$ cat config.mk
export PLATFORM = sky130hd
export DESIGN_NAME = striping_sched
export DESIGN_NICKNAME = d
export VERILOG_FILES = /design/src/rtl/pcie_phy_pkg.sv /design/src/rtl/striping_sched_stall_watchdog.sv /design/src/rtl/striping_sched.sv
export SDC_FILE = /design/constraint.sdc
export NUM_CORES = 1
export LEC_CHECK = 0
export CELL_PAD_IN_SITES_DETAIL_PLACEMENT = 0
export CELL_PAD_IN_SITES_GLOBAL_PLACEMENT = 2
export CORE_MARGIN = 2
export CORE_UTILIZATION = 40
export CTS_BUF_LIST = sky130_fd_sc_hd__clkbuf_2 sky130_fd_sc_hd__clkbuf_4 sky130_fd_sc_hd__clkbuf_8
export CTS_CLUSTER_SIZE = 24
export DETAILED_ROUTE_END_ITERATION = 10
export DONT_BUFFER_PORTS = 1
export MAX_ROUTING_LAYER = met4
export PLACE_DENSITY_LB_ADDON = 0.1
export SLEW_MARGIN = 20
export SYNTH_ARGS = -nofsm -noshare
export SYNTH_HDL_FRONTEND = slang
export SYNTH_HIERARCHICAL = 1
export SYNTH_SLANG_ARGS = --single-unit
$ cat constraint.sdc
create_clock -name clk_2f -period 6.8 [get_ports clk_2f]
set_clock_uncertainty 0.05 [all_clocks]
set_input_delay 1.36 -clock clk_2f [delete_from_list [all_inputs] [get_ports clk_2f]]
set_output_delay 1.36 -clock clk_2f [all_outputs]
set_load 0.01 [all_outputs]
$ cat src/rtl/pcie_phy_pkg.sv
// Shared PCIe PHY receive-path types: scheduler state encoding and lane index.
package pcie_phy_pkg;

    typedef enum logic [1:0] {
        IDLE   = 2'd0,
        SERVE0 = 2'd1,
        SERVE1 = 2'd2,
        ERROR  = 2'd3
    } sched_state_e;

    typedef logic lane_idx_t;

    localparam lane_idx_t LANE0 = 1'b0;
    localparam lane_idx_t LANE1 = 1'b1;

    // Map a lane index onto the serve state that handles it.
    function automatic sched_state_e serve_state(input lane_idx_t lane);
        return (lane == LANE1) ? SERVE1 : SERVE0;
    endfunction

endpackage

$ cat src/rtl/striping_sched_stall_watchdog.sv
// Saturating starvation counter; hit flags the increment that reaches STALL_MAX.
module stall_watchdog #(
    parameter int unsigned STALL_MAX = 15
) (
    input  logic clk_2f,
    input  logic reset_L,
    input  logic clr,
    input  logic inc,
    output logic hit
);

    localparam logic [7:0] MAX_C = 8'(STALL_MAX);

    logic [7:0] cnt_q;
    logic [7:0] cnt_d;

    // Next count: clear wins, increment saturates at the limit.
    always_comb begin
        cnt_d = cnt_q;
        hit   = 1'b0;
        if (clr) begin
            cnt_d = 8'd0;
        end else if (inc) begin
            hit = (cnt_q >= (MAX_C - 8'd1));
            if (cnt_q < MAX_C) begin
                cnt_d = cnt_q + 8'd1;
            end else begin
                cnt_d = cnt_q;
            end
        end else begin
            cnt_d = cnt_q;
        end
    end

    // Counter register.
    always_ff @(posedge clk_2f or negedge reset_L) begin
        if (!reset_L) begin
            cnt_q <= 8'd0;
        end else begin
            cnt_q <= cnt_d;
        end
    end

endmodule

$ cat src/rtl/striping_sched.sv
// Two-lane round-robin merge scheduler with single-lane mode and stall watchdog.
module striping_sched
    import pcie_phy_pkg::*;
#(
    parameter int unsigned DATA_W    = 32,
    parameter int unsigned CNT_W     = 16,
    parameter int unsigned STALL_MAX = 15
) (
    input  logic              clk_2f,
    input  logic              reset_L,
    input  logic              enable,
    input  logic              single_lane,
    input  logic [DATA_W-1:0] lane0_data,
    input  logic              lane0_empty,
    output logic              lane0_pop,
    input  logic [DATA_W-1:0] lane1_data,
    input  logic              lane1_empty,
    output logic              lane1_pop,
    output logic [DATA_W-1:0] data_out,
    output logic              valid_out,
    output logic              sel_out,
    output logic [CNT_W-1:0]  word_count,
    output logic              stall_err
);

    sched_state_e      state_q, state_d;
    lane_idx_t         ptr_q, ptr_d;
    logic              single_q, single_d;
    logic [DATA_W-1:0] data_q, data_d;
    logic              valid_q, valid_d;
    lane_idx_t         sel_q, sel_d;
    logic [CNT_W-1:0]  count_q, count_d;
    logic              err_q, err_d;

    lane_idx_t         cur_lane_s;
    logic              cur_empty_s;
    logic [DATA_W-1:0] cur_data_s;
    logic              serving_s;
    logic              wd_inc_s;
    logic              wd_hit_s;

    // Selected-lane view shared by the pop decode and the state logic.
    always_comb begin
        cur_lane_s  = (state_q == SERVE1) ? LANE1 : LANE0;
        cur_empty_s = (cur_lane_s == LANE1) ? lane1_empty : lane0_empty;
        cur_data_s  = (cur_lane_s == LANE1) ? lane1_data : lane0_data;
        serving_s   = (state_q == SERVE0) || (state_q == SERVE1);
        wd_inc_s    = serving_s && enable && cur_empty_s;
    end

    // Pop decode: only the served lane, only when enabled and non-empty.
    always_comb begin
        lane0_pop = 1'b0;
        lane1_pop = 1'b0;
        if (serving_s && enable && !cur_empty_s) begin
            lane0_pop = (cur_lane_s == LANE0);
            lane1_pop = (cur_lane_s == LANE1);
        end else begin
            lane0_pop = 1'b0;
            lane1_pop = 1'b0;
        end
    end

    // Any cycle that is not a starved, enabled serve cycle restarts the watchdog.
    stall_watchdog #(
        .STALL_MAX(STALL_MAX)
    ) u_wdog (
        .clk_2f (clk_2f),
        .reset_L(reset_L),
        .clr    (!wd_inc_s),
        .inc    (wd_inc_s),
        .hit    (wd_hit_s)
    );

    // Next-state and output-register computation.
    always_comb begin
        state_d  = state_q;
        ptr_d    = ptr_q;
        single_d = single_q;
        data_d   = data_q;
        valid_d  = 1'b0;
        sel_d    = sel_q;
        count_d  = count_q;
        err_d    = err_q;
        case (state_q)
            IDLE: begin
                single_d = single_lane;
                if (enable) begin
                    state_d = serve_state(ptr_q);
                end else begin
                    state_d = IDLE;
                end
            end
            SERVE0, SERVE1: begin
                if (!enable) begin
                    // Remember the lane so the striping order resumes exactly.
                    state_d = IDLE;
                    ptr_d   = cur_lane_s;
                end else if (!cur_empty_s) begin
                    data_d  = cur_data_s;
                    valid_d = 1'b1;
                    sel_d   = cur_lane_s;
                    count_d = count_q + CNT_W'(1);
                    if (single_q || (cur_lane_s == LANE1)) begin
                        state_d = SERVE0;
                    end else begin
                        state_d = SERVE1;
                    end
                end else if (wd_hit_s) begin
                    state_d = ERROR;
                    err_d   = 1'b1;
                end else begin
                    state_d = state_q;
                end
            end
            ERROR: begin
                if (!enable) begin
                    state_d = IDLE;
                    ptr_d   = LANE0;
                end else begin
                    state_d = ERROR;
                end
            end
            default: begin
                state_d = IDLE;
            end
        endcase
    end

    // State and output registers.
    always_ff @(posedge clk_2f or negedge reset_L) begin
        if (!reset_L) begin
            state_q  <= IDLE;
            ptr_q    <= LANE0;
            single_q <= 1'b0;
            data_q   <= '0;
            valid_q  <= 1'b0;
            sel_q    <= LANE0;
            count_q  <= '0;
            err_q    <= 1'b0;
        end else begin
            state_q  <= state_d;
            ptr_q    <= ptr_d;
            single_q <= single_d;
            data_q   <= data_d;
            valid_q  <= valid_d;
            sel_q    <= sel_d;
            count_q  <= count_d;
            err_q    <= err_d;
        end
    end

    assign data_out   = data_q;
    assign valid_out  = valid_q;
    assign sel_out    = sel_q;
    assign word_count = count_q;
    assign stall_err  = err_q;

endmodule
After elaboration in Yosys (flattened, before gate mapping). Index checks and enable logic that the tools add are counted. W data, S select, Z words.

Register bits: 63. Bits of input ports: 70.

Add/sub/neg operators: 2. Bitwise logic cells: 2. Reduce and logical (&&, ||, !) cells: 12. Multiplexer cells: 22. Eq/ne operators: 7. Magnitude comparators: 2.

Operators by type and width (number): $mux W32 (1); $add A16 B1 Y16 const B (1); $mux W8 (2); $mux W2 (7); $mux W1 (10); $add A8 B1 Y8 const B (1); $ge A8 B4 Y1 const B (1); $lt A8 B4 Y1 const B (1); $ne A2 B2 Y1 const B (3); $pmux W2 S3 (1); $reduce_and A3 Y1 (2); $eq A2 B2 Y1 const B (2); $ne A4 B3 Y1 const B (1); $reduce_and A4 Y1 (1); $logic_and A1 B1 Y1 (3); $eq A2 B1 Y1 const B (1); $logic_not A2 Y1 (1); $logic_or A1 B1 Y1 (2); $not A1 Y1 (2); $pmux W1 S2 (1); $reduce_bool A2 Y1 (1); $reduce_or A2 Y1 (1); $logic_not A1 Y1 (1).

Logic depth before layout (Yosys ltp).
Depth after elaboration: 9. Gate-level depth with buffers: 10. Depth with buffers taken out: 9.

Modules after synthesis. The synthesis kept the hierarchy.

Modules (own cells, without submodules): striping_sched (area an instance 2441.1 sq um, sequential area each 1376.3 sq um, instances 1, cells each 214); stall_watchdog (area an instance 409.1 sq um, sequential area each 200.2 sq um, instances 1, cells each 37).

Worst setup path after synthesis. No wires, ideal clock.

Kind: input to output. From: input enable. To: output lane0_pop. Slack: 3.199 ns. Buffers on the path: 1. Required time: 5.390 ns. Data arrival time: 2.191 ns. Cell stages on the path: 3. Path through: nand2_1 > nor3_1 > clkbuf_1.

Longest elaborated chain between the ends: 3.

RTL lines: from (decl) (RTL line striping_sched.sv:11) `input logic enable,`; $logic_and A1 B1 Y1 (2 in series) (RTL line striping_sched.sv:55) `if (serving_s && enable && !cur_empty_s) begin`; $mux W1 (RTL line striping_sched.sv:55); to (decl) (RTL line striping_sched.sv:15) `output logic lane0_pop,`.

No other way between the ends.

Final worst setup path.
From: input lane1_empty. To: output lane1_pop.

Longest elaborated chain between the ends: 4.

RTL lines: from (decl) (RTL line striping_sched.sv:17) `input logic lane1_empty,`; $mux W1 (RTL line striping_sched.sv:45) `cur_empty_s = (cur_lane_s == LANE1) ? lane1_empty : lane0_empty;`; $logic_not A1 Y1; $logic_and A1 B1 Y1 (RTL line striping_sched.sv:55); $mux W1 (RTL line striping_sched.sv:55); to (decl) (RTL line striping_sched.sv:18) `output logic lane1_pop,`.

No other way between the ends.

==> impl_metrics.tcl <==
set metrics [dict create \
    synth_cell_types 33 \
    postCtsSetupRepairBufs 0 \
    placed_cell_area_um2 2940 \
    regArea_um2 1580 \
    drive_above_1_share 0.113 \
    ir_drop_mv 0.173 \
    design_area_um2 3140 \
    synth_seq_cells 63 \
    ant_nets 0 \
    period_minus_slack_ns 3.39 \
    p_clk_frac 0.257 \
    use_met2 0.239 \
    async_flop_share 1.00 \
    setup_viol 0 \
    cap_violations 0 \
    worstReg2RegEnd "state_q[1]" \
    power.density_nw_per_um2 404 \
    critPathCaptureType "output port" \
    drt_first_pass_iters 5 \
    grt_use_met3 0.0560 \
    drt-initial-drc-count 201 \
    totalNegativeSetupSlack_ns 0 \
    num_vias 1904 \
    fmax_mhz 295 \
    io-pin-count 123 \
    period_share 0.498 \
    synth_area_per_cell_um2 11.4 \
    cts_buffers 9 \
    path_class "in -> out" \
    rr_startpoint "state_q[0]" \
    wl_mm 6.12 \
    outcome "completed" \
    switching_power_mw 0.443 \
    seq_power_share 0.496 \
    grt.busiest_layer "met2" \
    htree_levels 3 \
    start_util 0.417 \
    core_area_um2 6830 \
    switching_share 0.349 \
    die_height_um 88.4 \
    grt_pass1_vias 1895 \
    grt_pass1_wl_mm 9.74 \
    cp_max_fo 34 \
    wl_per_cell_um 17.3 \
    synth_warnings 6 \
    antenna_found_initial 0 \
    start_kind "primary input" \
    grt_start_max_net_pins 64 \
    rows 30 \
    place.gp.congestion 0.788 \
    startpoint "lane1_empty" \
    arrival_ns 1.98 \
    overflow 0 \
    rsz0062_at_grt "no" \
    fin_ws_ns 3.41 \
    hold_viol_final 0 \
    power_frac_comb 0.247 \
    path_clk_slew_ns 0.07 \
    via_per_inst 5.39 \
    grt_use_met1 0.235 \
    synth-edff-count 0 \
    synthToLayoutAreaGrowth_pct 10.1 \
    ys_seq_area_frac 0.553 \
    placement.io_buffers 0 \
    dp_hpwl_mm 4.13 \
    drv_slew 0 \
    syn_inst 251 \
    post_cts_resized 0 \
    rr_worst_depth 9 \
    syn_area_um2 2850 \
    p_int_mw 0.826 \
    fin_nets 329 \
    synth_flop_cell "dfrtp_1" \
    grt_use_total 0.175 \
    clock-sinks 63 \
    die_w_um 88.4 \
    fillers 654 \
    cts_root_buf "clkbuf_8" \
    relSlewSlack 0.668 \
    syn_nets 328 \
    drc 0 \
    hold_path.class "reg -> reg" \
    cts_hold_buf 0 \
    ctsLongestPathBuffers 2 \
    p_leak_nw 1.58 \
    multiInputGateArea_um2 1060 \
    worst_slew_pin_slew_ns 0.496 \
    reg2reg_slack_ns 4.10 \
    pre_cts_ws_ns 3.43 \
    die_area_um2 7820 \
    critPathRequiredTime_ns 5.39 \
    worstSetupEndpoint "lane1_pop" \
    cts_tree "built" \
    clk_latency_ns 0.33 \
    power_mw 1.27 \
    antennaDiodeCount 0 \
]
-- registers in the layout (all words and copies together) (netlist names) --
register      cells
valid_out         1
single_q          1
state_q           2
stall_err         1
sel_out           1
word_count       16
u_wdog/cnt_q      8
data_out         32
ptr_q             1
-- cell usage after synthesis (all sizes together), types with 4 or more instances --
library cell	instances	area, µm²
clkbuf	11	41.3
nand3	7	35.0
nor3	9	45.0
a222oi	32	320
dfrtp	63	1580
nor2	12	45.0
nor2b	6	37.5
ha	7	87.6
xnor2	8	70.1
mux2	5	63.8
xor2	7	61.3
nand4	4	25.0
nand2	10	37.5
a21oi	4	20.0
inv	43	161
-- cell families after synthesis --
group | Yosys count | share of synthesized area
simple gates | 59 | 0.118
fa+ha+maj | 7 | 0.0307
buf+inv | 56 | 0.0790
xor+xnor | 15 | 0.0461
mux | 6 | 0.0259
flops | 63 | 0.553
compound gates | 45 | 0.148
-- worst min path at each step --
stage	cells after the start	slack (ns)	end	from
floorplan	1	0.44	stall_err	stall_err
global placement	1	0.47	word_count[15]	word_count[15]
detailed placement	1	0.47	stall_err	stall_err
CTS	1	0.49	word_count[15]	word_count[15]
global route	1	0.50	word_count[15]	word_count[15]
finish	1	0.48	word_count[15]	word_count[15]
-- per-stage QoR --
stage	hold WS, ns	utilization	std cells
after detailed placement	0.471	0.430	337
after floorplan	0.443	-	251
after CTS	0.485	0.460	353
after global routing	0.497	0.460	353
after global placement	0.472	0.430	337
final	0.476	0.460	353
-- area by class of cell --
cell class,count,share of cell area
clock buffer,11,0.0462
sequential,63,0.502
tap,96,0.0383
multi-input combinational,132,0.336
timing repair buffer,3,0.00717
inverter,43,0.0514
clock inverter,5,0.0183
-- layout by cell type, fill, tap and decap left out, drive strengths merged --
cell and instances:
dfrtp 63, inv 43, a222oi 32, nor2 12
clkbuf 11, nand2 10, nor3 9, xnor2 8
nand3 7, xor2 7, ha 7, nor2b 6
mux2 5, nand4 4, a21oi 4, nand2b 3
and3 3, clkinvlp 3, buf 3, o31a 2
nor4 2, mux2i 1, a311o 1, a32o 1
or4 1, a21o 1, a22o 1, nor3b 1
bufinv 1, clkinv 1, o211ai 1, and2 1
a311oi 1, a41o 1
-- power by group through the flow --
stage / combinational, mW / clock, mW / sequential [mW]
floorplan: 0.273 / 0 / 0.604
global placement: 0.316 / 0 / 0.640
detailed placement: 0.323 / 0 / 0.635
CTS: 0.319 / 0.338 / 0.633
global route: 0.362 / 0.361 / 0.647
finish: 0.313 / 0.326 / 0.630
-- layer usage --
| layer | wire, µm | part of all wire |
|---|---|---|
| met2 | 2790 | 0.46 |
| met3 | 469 | 0.077 |
| met5 | 0 | 0 |
| met1 | 2830 | 0.46 |
| met4 | 28 | 0.0046 |
-- worst max-delay path: stages --
cell      delay, ns
nand2b_1       0.15
nor2_2         0.10
buf_4          0.36
No activity file was read; power rests on OpenSTA's default activity.
